<file path="config.mk">
export PLATFORM = sky130hd
export DESIGN_NAME = k12a_lcd_responder
export DESIGN_NICKNAME = d
export VERILOG_FILES = /design/src/rtl/k12a_lcd_responder_pkg.sv /design/src/rtl/k12a_lcd_ddram.sv /design/src/rtl/k12a_lcd_responder.sv
export SDC_FILE = /design/constraint.sdc
export NUM_CORES = 1
export LEC_CHECK = 0
export ABC_CLOCK_PERIOD_IN_PS = 3900
export BUFFER_PORTS_ARGS = -buffer_cell sky130_fd_sc_hd__buf_2
export CELL_PAD_IN_SITES_DETAIL_PLACEMENT = 1
export CELL_PAD_IN_SITES_GLOBAL_PLACEMENT = 1
export CORE_ASPECT_RATIO = 0.6
export CORE_UTILIZATION = 42
export CTS_BUF_LIST = sky130_fd_sc_hd__clkbuf_4 sky130_fd_sc_hd__clkbuf_8 sky130_fd_sc_hd__clkbuf_16
export DETAILED_ROUTE_END_ITERATION = 10
export PLACE_DENSITY = 0.74
export SLEW_MARGIN = 30
export SYNTH_ARGS = -nofsm -noshare
export SYNTH_HDL_FRONTEND = slang
export SYNTH_SLANG_ARGS = --single-unit
</file>
<file path="constraint.sdc">
create_clock -name sys_clock -period 3.9 [get_ports sys_clock]
set_input_delay 0.585 -clock sys_clock [delete_from_list [all_inputs] [get_ports sys_clock]]
set_output_delay 0.585 -clock sys_clock [all_outputs]
set_load 0.005 [all_outputs]
</file>
<file path="src/rtl/k12a_lcd_responder_pkg.sv">
// Shared types and constants for the k12a HD44780-style LCD responder.
// Command bit positions, line bases and AC stepping helpers.
package k12a_lcd_responder_pkg;

  typedef enum logic [1:0] {
    S_INIT,
    S_IDLE,
    S_CLEARING,
    S_BUSY
  } lcd_resp_state_t;

  localparam int CMD_CLEAR_BIT = 0;
  localparam int CMD_HOME_BIT  = 1;
  localparam int CMD_ENTRY_BIT = 2;
  localparam int CMD_DISP_BIT  = 3;
  localparam int CMD_SHIFT_BIT = 4;
  localparam int CMD_FUNC_BIT  = 5;
  localparam int CMD_CGRAM_BIT = 6;
  localparam int CMD_DDRAM_BIT = 7;

  localparam int ENTRY_ID_BIT = 1;
  localparam int DISP_D_BIT   = 2;
  localparam int DISP_C_BIT   = 1;
  localparam int DISP_B_BIT   = 0;
  localparam int SHIFT_SC_BIT = 3;
  localparam int SHIFT_RL_BIT = 2;
  localparam int FUNC_DL_BIT  = 4;

  localparam logic [6:0] LINE1_BASE = 7'h00;
  localparam logic [6:0] LINE2_BASE = 7'h40;
  localparam logic [7:0] BLANK_CHAR = 8'h20;
  localparam int DDRAM_DEPTH = 32;

  // Lines are 16 wide; stepping past either end jumps to the other line.
  function automatic logic [6:0] ac_step(
    input logic [6:0] ac,
    input logic       inc
  );
    logic [6:0] r;
    if (inc) begin
      if (ac[3:0] == 4'hF)
        r = ac[6] ? LINE1_BASE : LINE2_BASE;
      else
        r = ac + 7'd1;
    end else begin
      if (ac[3:0] == 4'h0)
        r = ac[6] ? (LINE1_BASE | 7'h0F)
                  : (LINE2_BASE | 7'h0F);
      else
        r = ac - 7'd1;
    end
    return r;
  endfunction

  function automatic logic [7:0] msb_onehot(
    input logic [7:0] d
  );
    logic [7:0] r;
    r = 8'h00;
    for (int i = 0; i < 8; i++)
      if (d[i]) r = 8'h01 << i;
    return r;
  endfunction

endpackage

</file>
<file path="src/rtl/k12a_lcd_ddram.sv">
// 32x8 character RAM for the LCD responder.
// One synchronous write port, two asynchronous read ports.
module k12a_lcd_ddram
  import k12a_lcd_responder_pkg::*;
(
  input  logic       clk,
  input  logic       we,
  input  logic [4:0] waddr,
  input  logic [7:0] wdata,
  input  logic [4:0] raddr_a,
  output logic [7:0] rdata_a,
  input  logic [4:0] raddr_b,
  output logic [7:0] rdata_b
);

  logic [7:0] mem_q [DDRAM_DEPTH];

  always_ff @(posedge clk) begin
    if (we) mem_q[waddr] <= wdata;
  end

  assign rdata_a = mem_q[raddr_a];
  assign rdata_b = mem_q[raddr_b];

endmodule

</file>
<file path="src/rtl/k12a_lcd_responder.sv">
// HD44780-style LCD bus responder: sync, strobe detect, decode,
// address counter, busy timing and a 2x16 DDRAM.
module k12a_lcd_responder
  import k12a_lcd_responder_pkg::*;
#(
  parameter int BUSY_CYCLES  = 37,
  parameter int CLEAR_CYCLES = 1520,
  parameter int SYNC_STAGES  = 2
) (
  input  logic       sys_clock,
  input  logic       reset_n,
  input  logic       lcd_rs,
  input  logic       lcd_rw,
  input  logic       lcd_en,
  input  logic [7:0] lcd_data_in,
  output logic [7:0] lcd_data_out,
  output logic       lcd_data_oe,
  input  logic [4:0] char_addr,
  output logic [7:0] char_data,
  output logic       busy,
  output logic       display_on,
  output logic       cursor_on,
  output logic       blink_on,
  output logic [6:0] ddram_addr,
  output logic       protocol_error
);

  localparam int CMAX =
    (CLEAR_CYCLES > BUSY_CYCLES) ? CLEAR_CYCLES : BUSY_CYCLES;
  localparam int CW = $clog2(CMAX + 1);
  localparam logic [CW-1:0] N_BUSY  = CW'(BUSY_CYCLES);
  localparam logic [CW-1:0] N_CLEAR = CW'(CLEAR_CYCLES);

  logic [SYNC_STAGES-1:0][10:0] sync_q, sync_d;
  logic [10:0] bus_s;
  logic        rs_s, rw_s, en_s;
  logic [7:0]  data_s;
  logic        en_prev_q;
  logic        strobe, wr_stb, rd_stb;

  lcd_resp_state_t state_q, state_d;
  logic [CW-1:0] cnt_q, cnt_d;
  logic [5:0]    fill_q, fill_d;
  logic [6:0]    ac_q, ac_d;
  logic id_q, id_d, cg_q, cg_d;
  logic disp_q, disp_d, cur_q, cur_d;
  logic blink_q, blink_d, err_q, err_d;

  logic       ram_we;
  logic [4:0] ram_waddr;
  logic [7:0] ram_wdata;
  logic [7:0] bus_rdata;
  logic [7:0] hot;

  assign sync_d = {sync_q[SYNC_STAGES-2:0],
                   {lcd_rs, lcd_rw, lcd_en, lcd_data_in}};
  assign bus_s  = sync_q[SYNC_STAGES-1];
  assign rs_s   = bus_s[10];
  assign rw_s   = bus_s[9];
  assign en_s   = bus_s[8];
  assign data_s = bus_s[7:0];

  assign strobe = en_prev_q & ~en_s;
  assign wr_stb = strobe & ~rw_s;
  assign rd_stb = strobe & rw_s;
  assign busy   = (state_q != S_IDLE);
  assign hot    = msb_onehot(data_s);

  always_ff @(posedge sys_clock or negedge reset_n) begin
    if (!reset_n) begin
      sync_q    <= '0;
      en_prev_q <= 1'b0;
      state_q   <= S_INIT;
      cnt_q     <= N_CLEAR;
      fill_q    <= 6'd0;
      ac_q      <= LINE1_BASE;
      id_q      <= 1'b1;
      cg_q      <= 1'b0;
      disp_q    <= 1'b0;
      cur_q     <= 1'b0;
      blink_q   <= 1'b0;
      err_q     <= 1'b0;
    end else begin
      sync_q    <= sync_d;
      en_prev_q <= en_s;
      state_q   <= state_d;
      cnt_q     <= cnt_d;
      fill_q    <= fill_d;
      ac_q      <= ac_d;
      id_q      <= id_d;
      cg_q      <= cg_d;
      disp_q    <= disp_d;
      cur_q     <= cur_d;
      blink_q   <= blink_d;
      err_q     <= err_d;
    end
  end

  always_comb begin
    state_d   = state_q;
    cnt_d     = cnt_q;
    fill_d    = fill_q;
    ac_d      = ac_q;
    id_d      = id_q;
    cg_d      = cg_q;
    disp_d    = disp_q;
    cur_d     = cur_q;
    blink_d   = blink_q;
    err_d     = err_q;
    ram_we    = 1'b0;
    ram_waddr = {ac_q[6], ac_q[3:0]};
    ram_wdata = data_s;

    // Fill runs alongside the busy countdown; CLEAR_CYCLES >= 32.
    unique case (state_q)
      S_INIT, S_CLEARING: begin
        if (!fill_q[5]) begin
          ram_we    = 1'b1;
          ram_waddr = fill_q[4:0];
          ram_wdata = BLANK_CHAR;
          fill_d    = fill_q + 6'd1;
        end
        cnt_d = cnt_q - CW'(1);
        if (cnt_q <= CW'(1))
          state_d = S_IDLE;
        else if (state_q == S_CLEARING && fill_q == 6'd31)
          state_d = S_BUSY;
      end
      S_BUSY: begin
        cnt_d = cnt_q - CW'(1);
        if (cnt_q <= CW'(1)) state_d = S_IDLE;
      end
      S_IDLE: ;
      default: state_d = S_INIT;
    endcase

    if (wr_stb && busy) err_d = 1'b1;
    if (rd_stb && rs_s && busy) err_d = 1'b1;

    if (rd_stb && rs_s && !busy && !cg_q)
      ac_d = ac_step(ac_q, id_q);

    if (wr_stb && !busy) begin
      state_d = S_BUSY;
      cnt_d   = N_BUSY;
      if (rs_s) begin
        if (!cg_q) begin
          ram_we = 1'b1;
          ac_d   = ac_step(ac_q, id_q);
        end
      end else begin
        unique case (1'b1)
          hot[CMD_DDRAM_BIT]: begin
            ac_d = data_s[6:0];
            cg_d = 1'b0;
            if (data_s[5:4] != 2'b00) err_d = 1'b1;
          end
          hot[CMD_CGRAM_BIT]: cg_d = 1'b1;
          hot[CMD_FUNC_BIT]: begin
            if (!data_s[FUNC_DL_BIT]) err_d = 1'b1;
          end
          hot[CMD_SHIFT_BIT]: begin
            if (!data_s[SHIFT_SC_BIT])
              ac_d = ac_step(ac_q, data_s[SHIFT_RL_BIT]);
          end
          hot[CMD_DISP_BIT]: begin
            disp_d  = data_s[DISP_D_BIT];
            cur_d   = data_s[DISP_C_BIT];
            blink_d = data_s[DISP_B_BIT];
          end
          hot[CMD_ENTRY_BIT]: id_d = data_s[ENTRY_ID_BIT];
          hot[CMD_HOME_BIT]: begin
            ac_d  = LINE1_BASE;
            cnt_d = N_CLEAR;
          end
          hot[CMD_CLEAR_BIT]: begin
            ac_d    = LINE1_BASE;
            id_d    = 1'b1;
            cnt_d   = N_CLEAR;
            fill_d  = 6'd0;
            state_d = S_CLEARING;
          end
          default: ;
        endcase
      end
    end
  end

  k12a_lcd_ddram u_ddram (
    .clk     (sys_clock),
    .we      (ram_we),
    .waddr   (ram_waddr),
    .wdata   (ram_wdata),
    .raddr_a ({ac_q[6], ac_q[3:0]}),
    .rdata_a (bus_rdata),
    .raddr_b (char_addr),
    .rdata_b (char_data)
  );

  always_comb begin
    lcd_data_oe  = en_s & rw_s;
    lcd_data_out = 8'h00;
    if (lcd_data_oe) begin
      if (!rs_s)
        lcd_data_out = {busy, ac_q};
      else if (!cg_q)
        lcd_data_out = bus_rdata;
    end
  end

  assign display_on     = disp_q;
  assign cursor_on      = cur_q;
  assign blink_on       = blink_q;
  assign ddram_addr     = ac_q;
  assign protocol_error = err_q;

endmodule

</file>
Word-level counts from Yosys, hierarchy flattened
Memory sizes are Yosys's and may differ from the RTL's.
Cells that the tools add are included.
{ "op_classes": {"n_addsub": 4, "mul": 0, "n_div": 0, "magnitude_cmp": 1, "n_eq_ne": 7, "n_shift": 0, "muxes": 59, "n_bitwise": 7, "reduce_logical": 23} }
{ "op_table": {"columns": ["operator", "count"], "rows": [
  ["8-bit two-way mux", 10],
  ["7-bit two-way mux", 11],
  ["11-bit two-way mux", 4],
  ["6-bit two-way mux", 5],
  ["7-bit one-hot mux with 3 select lines", 1],
  ["1-bit two-way mux", 16],
  ["3-bit AND reduction", 4],
  ["11-bit by 1-bit less-or-equal comparator with 1-bit output (second input constant)", 1],
  ["11-bit by 1-bit subtractor with 11-bit output (second input constant)", 1],
  ["2-bit two-way mux", 5],
  ["5-bit two-way mux", 2],
  ["2-bit nonzero test", 4],
  ["7-bit by 1-bit adder with 7-bit output (second input constant)", 1],
  ["1-bit logical AND", 7],
  ["7-bit by 1-bit subtractor with 7-bit output (second input constant)", 1],
  ["6-bit by 1-bit adder with 6-bit output (second input constant)", 1],
  ["6-bit by 5-bit equality test with 1-bit output (second input constant)", 1],
  ["1-bit one-hot mux with 2 select lines", 3],
  ["1-bit AND", 4],
  ["2-bit equality test (second input constant)", 2],
  ["4-bit equality test (second input constant)", 1],
  ["4-bit logical NOT", 1],
  ["4-bit != test (second input constant)", 1],
  ["2-bit one-hot mux with 2 select lines", 1],
  ["9 further kinds", 13]
]} }
{ "word_totals": {"ff_bits": 55, "latchBits": 0, "ramBits": 256, "rom_bits": 0, "in_bits": 18, "elab_cells": 115, "memories": 1} }
{ "memory_table": {"columns": ["name", "depth", "word_bits", "rd", "rd_clocked_by_memory_dff", "wr", "line", "text"], "rows": [
  ["u_ddram.mem_q", 32, 8, 2, 0, 1, "k12a_lcd_ddram.sv:16", "logic [7:0] mem_q [DDRAM_DEPTH];"]
]} }

Logic depth before layout (Yosys ltp)
{ "logic_depth": {"ltp_word": 12, "depth_mapped": 12, "mapped_depth_nobuf": 7} }

Cells and area by module
Synthesis repeated with hierarchy kept, for this count alone.
{ "unflattened": {"cells_unflattened": 869, "area_unflattened_um2": 15085.7} }
{ "by_module_without_submodules": {"columns": ["module", "instances", "cells_per_inst", "area_each_um2", "seq_area_each_um2"], "rows": [
  ["k12a_lcd_ddram", 1, 516, 11887.7, 7687.4],
  ["k12a_lcd_responder", 1, 353, 3198.1, 1385.1]
]} }

Worst setup path after synthesis
No wires, ideal clock.
{ "synth_path": {"path_kind": "input -> output", "start": "input port char_addr[1]", "end": "output port char_data[0]", "arrival_ns": 2.286, "required_ns": 3.315, "setup_slack_ns": 1.029, "cell_stages": 5, "cell_sequence": "clkbuf_1 -> buf_1 -> mux4_2 -> mux4_2 -> mux2_2"} }
{ "synth_via": {"elab_chain_len": 1} }
{ "synth_rtl": {"columns": ["element", "line", "text"], "rows": [
  ["start: declaration", "k12a_lcd_responder.sv:18", "input logic [4:0] char_addr,"],
  ["memory read 32 x 8 bit", null, null],
  ["end: declaration", "k12a_lcd_responder.sv:19", "output logic [7:0] char_data,"]
]} }
No other way between the ends.

Worst setup path after layout
{ "layout_path": {"start": "register ac_q[0] (netlist: ddram_addr[0])", "end": "output port lcd_data_out[1]"} }
{ "layout_via": {"elab_chain_len": 4} }
{ "layout_rtl": {"columns": ["element", "line", "text"], "rows": [
  ["start: declaration", "k12a_lcd_responder.sv:44", "logic [6:0] ac_q, ac_d;"],
  ["start signal: assignment", "k12a_lcd_responder.sv:76", "ac_q <= LINE1_BASE;"],
  ["start signal: assignment", "k12a_lcd_responder.sv:89", "ac_q <= ac_d;"],
  ["memory read 32 x 8 bit", null, null],
  ["8-bit two-way mux", "k12a_lcd_responder.sv:206", "else if (!cg_q)"],
  ["8-bit two-way mux", "k12a_lcd_responder.sv:204", "if (!rs_s)"],
  ["8-bit two-way mux", "k12a_lcd_responder.sv:203", "if (lcd_data_oe) begin"],
  ["end: declaration", "k12a_lcd_responder.sv:16", "output logic [7:0] lcd_data_out,"]
]} }
No other way between the ends.

==> results.json <==
{
  "final_critical_path_share_of_the_clock_period": 0.9499,
  "preCtsSetupSlack_ps": 537.0,
  "synth_area_leaders": "edfxtp_1, mux4_2, dfrtp_1, nor2_1, mux2i_1",
  "r2r_cells": 7,
  "io-pin-count": 47,
  "initial_core_util": 0.4302,
  "tritoncts_num_sinks": 311,
  "final_common_cell": "edfxtp_1",
  "relative_slew_slack": 0.4325,
  "max_freq_mhz": 269.9,
  "worstSetupStartpoint": "ddram_addr[0]",
  "holdBufCountCts": 0,
  "die_width_um": 247.4,
  "reg2reg_from": "ddram_addr[1]",
  "fin_util": 0.4952,
  "synth.lib_cells_used.distinct": 71,
  "post_synth.cell_area_avg_um2": 16.68,
  "setup.worst_path.end": "lcd_data_out[1]",
  "r2r_slack_ps": 850,
  "maximum_buffer_depth_of_the_clock_tree": 3,
  "hpwlAfterDp_um": 32510,
  "startpoint_type": "flop",
  "route.detailed.drc": 0,
  "ys_dominant_reg_cell": "edfxtp_1",
  "finalHoldViolations": 6,
  "first_iter_violations": 1208,
  "first_global_vias": 9782,
  "first_pass_iters": 5,
  "fin_ws_ps": 195.5,
  "dp_cells": 1439,
  "failing_checks": "negative hold slack",
  "final.hold.worst_slack_ps": -19.00,
  "tritoncts": "done",
  "async_reset_ff_frac": 0.1768,
  "avgRoutedWirePerCell_um": 30.61,
  "endpoint_kind": "primary output",
  "wirelength_um": 45980,
  "grt_start_max_net_pins": 65,
  "leakagePower_uw": 0.005945,
  "drt.antenna.violating_nets": 0,
  "die_h_um": 149.2,
  "fin_tns_setup_ps": 0,
  "cts_made_buffers": 30,
  "finalSetupViolations": 0,
  "final-max-slew-violation-count": 0,
  "synth-seq-cells": 311,
  "tightestPinTransition_ps": 848.1,
  "yosysTopAreaCell": "edfxtp_1",
  "outcome": "finished with violations",
  "post_synth_instance_area_mm2": 0.01518,
  "critPathRequiredTime_ps": 3310,
  "cap_viol_max_count": 0,
  "synth-edff-count": 256,
  "final_cell_mix": "edfxtp_1, mux4_2, buf_4, nor2_1, nand2_1",
  "grt_first_pass_wirelength_um": 67570,
  "placement.io_buffers": 46,
  "yosysWarnings": 0,
  "layoutNonFillerInstCount": 1502,
  "worstSetupPathType": "reg -> out",
  "power_density_mw_per_mm2": 587.9,
  "area.growth.synth_to_final_pct": 15.11,
  "worst_setup_hold_path_clk_slew_ps": 60,
  "post_synthesis_instance_total": 910,
  "groute.usage.overall": 0.2561,
  "share_of_cells_above_drive_strength_1": 0.3685,
  "design.core.area_mm2": 0.03528,
  "cp_data_arrival_time_ps": 3120,
  "finalWorstPathRequiredPeriod_ps": 3704,
  "vias_per_cell": 6.469,
  "ys_seq_area_frac": 0.5978,
  "vias": 9717,
  "worstSkewPairLatency_ps": 580,
  "worst_clock_skew_ps": 20.58,
  "hp-class": "in -> async",
  "postSynthNetCount": 933,
  "antenna_found_initial": 1,
  "peakVddDrop_v": 0.0003154,
  "portion_of_synthesized_cell_area_occupied_by_the_leading_cell_type": 0.5065,
  "unrepaired_setup_endpoints_after_global_routing": "false",
  "ctsRootBufferMaster": "clkbuf_16",
  "nets_final": 1033,
  "critical_path_peak_fanout": 8,
  "r2r-end": "ddram_addr[6]",
  "level_count_of_the_clock_h_tree": 1,
  "gp_congestion": 0.8512,
  "rows": 53,
  "design.die.area_mm2": 0.03692,
  "globalRouteOverflowTotal": 0
}
-- per-stage QoR --
step	instance area, µm²	power (µW)
5_1_grt	17470	10630
6_report	17470	10270
4_1_cts	17420	10240
3_5_place_dp	16350	7081
2_1_floorplan	15180	6015
3_3_place_gp	16340	6988
-- critical path: stages, from the launching register on --
cell,delay [ps]
dfrtp_4,520
buf_4,250
mux4_2,550
mux2i_1,340
nor2_1,80
a221oi_1,340
o21ai_0,260
buf_2,190
-- metal layers --
| layer | global-route usage | part of all wire |
|---|---|---|
| met1 | 0.3831 | 0.43 |
| met2 | 0.3640 | 0.43 |
| met3 | 0.07699 | 0.11 |
| met4 | 0.06288 | 0.023 |
| met5 | 0.01604 | 0.0017 |
-- final cells by class --
cell class	count	area, µm²
clock buffers	36	813.3
diodes	1	2.502
fillers	3369	17810
repair buffers	129	924.6
inverters	17	63.81
clock inverters	20	251.5
well taps	467	584.3
flip-flops and latches	311	9080
multi-input cells	521	5751
-- report_power, final --
part / total [µW] / internal, µW / switching (µW) / leakage [µW]
sequential: 4040 / 3730 / 305 / 0.00295
clock: 3160 / 1830 / 1330 / 0.000523
combinational: 3080 / 1380 / 1690 / 0.00248
-- sequential cells by signal, indices dropped and copies added (netlist names) --
name	count
u_ddram.mem_q	256
ddram_addr	7
display_on	1
cursor_on	1
blink_on	1
sync_d	11
protocol_error	1
fill_q	6
en_prev_q	1
state_q	2
cg_q	1
cnt_q	11
bus_s	11
id_q	1
-- synth_stat cells (all sizes together), types with 6 or more instances --
library cell    n
xor2            6
and2            6
clkbuf         25
mux2           14
a31oi           7
a221oi         10
nand3          11
nand2b         11
or3             7
mux4          149
dfstp           7
nand4           6
inv            15
mux2i          20
nand2          53
dfrtp          48
edfxtp        256
buf            36
nor3           14
o21ai          17
xnor2           8
a21oi          21
nor2           65
and3            6
nor2b           8
-- worst min-delay path by stage --
| stage | cells past startpoint | start | end |
|---|---|---|---|
| after global placement | 0 | sync_d[11] | bus_s[0] |
| final | 1 | reset_n | cnt_q[9] |
| after detailed placement | 0 | sync_d[18] | bus_s[7] |
| after floorplan | 0 | reset_n | blink_on |
| after global routing | 1 | reset_n | cnt_q[9] |
| after CTS | 1 | lcd_rs | sync_d[21] |
-- cells by family (layout without fill, tap and decap cells) --
logic type               Yosys count  count (layout)  synth area share
multiplexers                     183             183            0.2447
XOR/XNOR                          14              14          0.008079
adder cells (fa/ha/maj)            5               5          0.004122
AND/OR/NAND/NOR                  216             216           0.07387
AO/OA/AOI/OAI                    103             103           0.04757
buffers and inverters             78             202           0.02391
other                              0               1                 0
flip-flops                       311             311            0.5978
-- timing repair --
item,CTS,global route
gates resized for setup,0,1
hold endpoints to repair,0,0
setup buffers,0,6
endpoints found under the setup margin,0,3
Power figures use the tool's default switching activity.
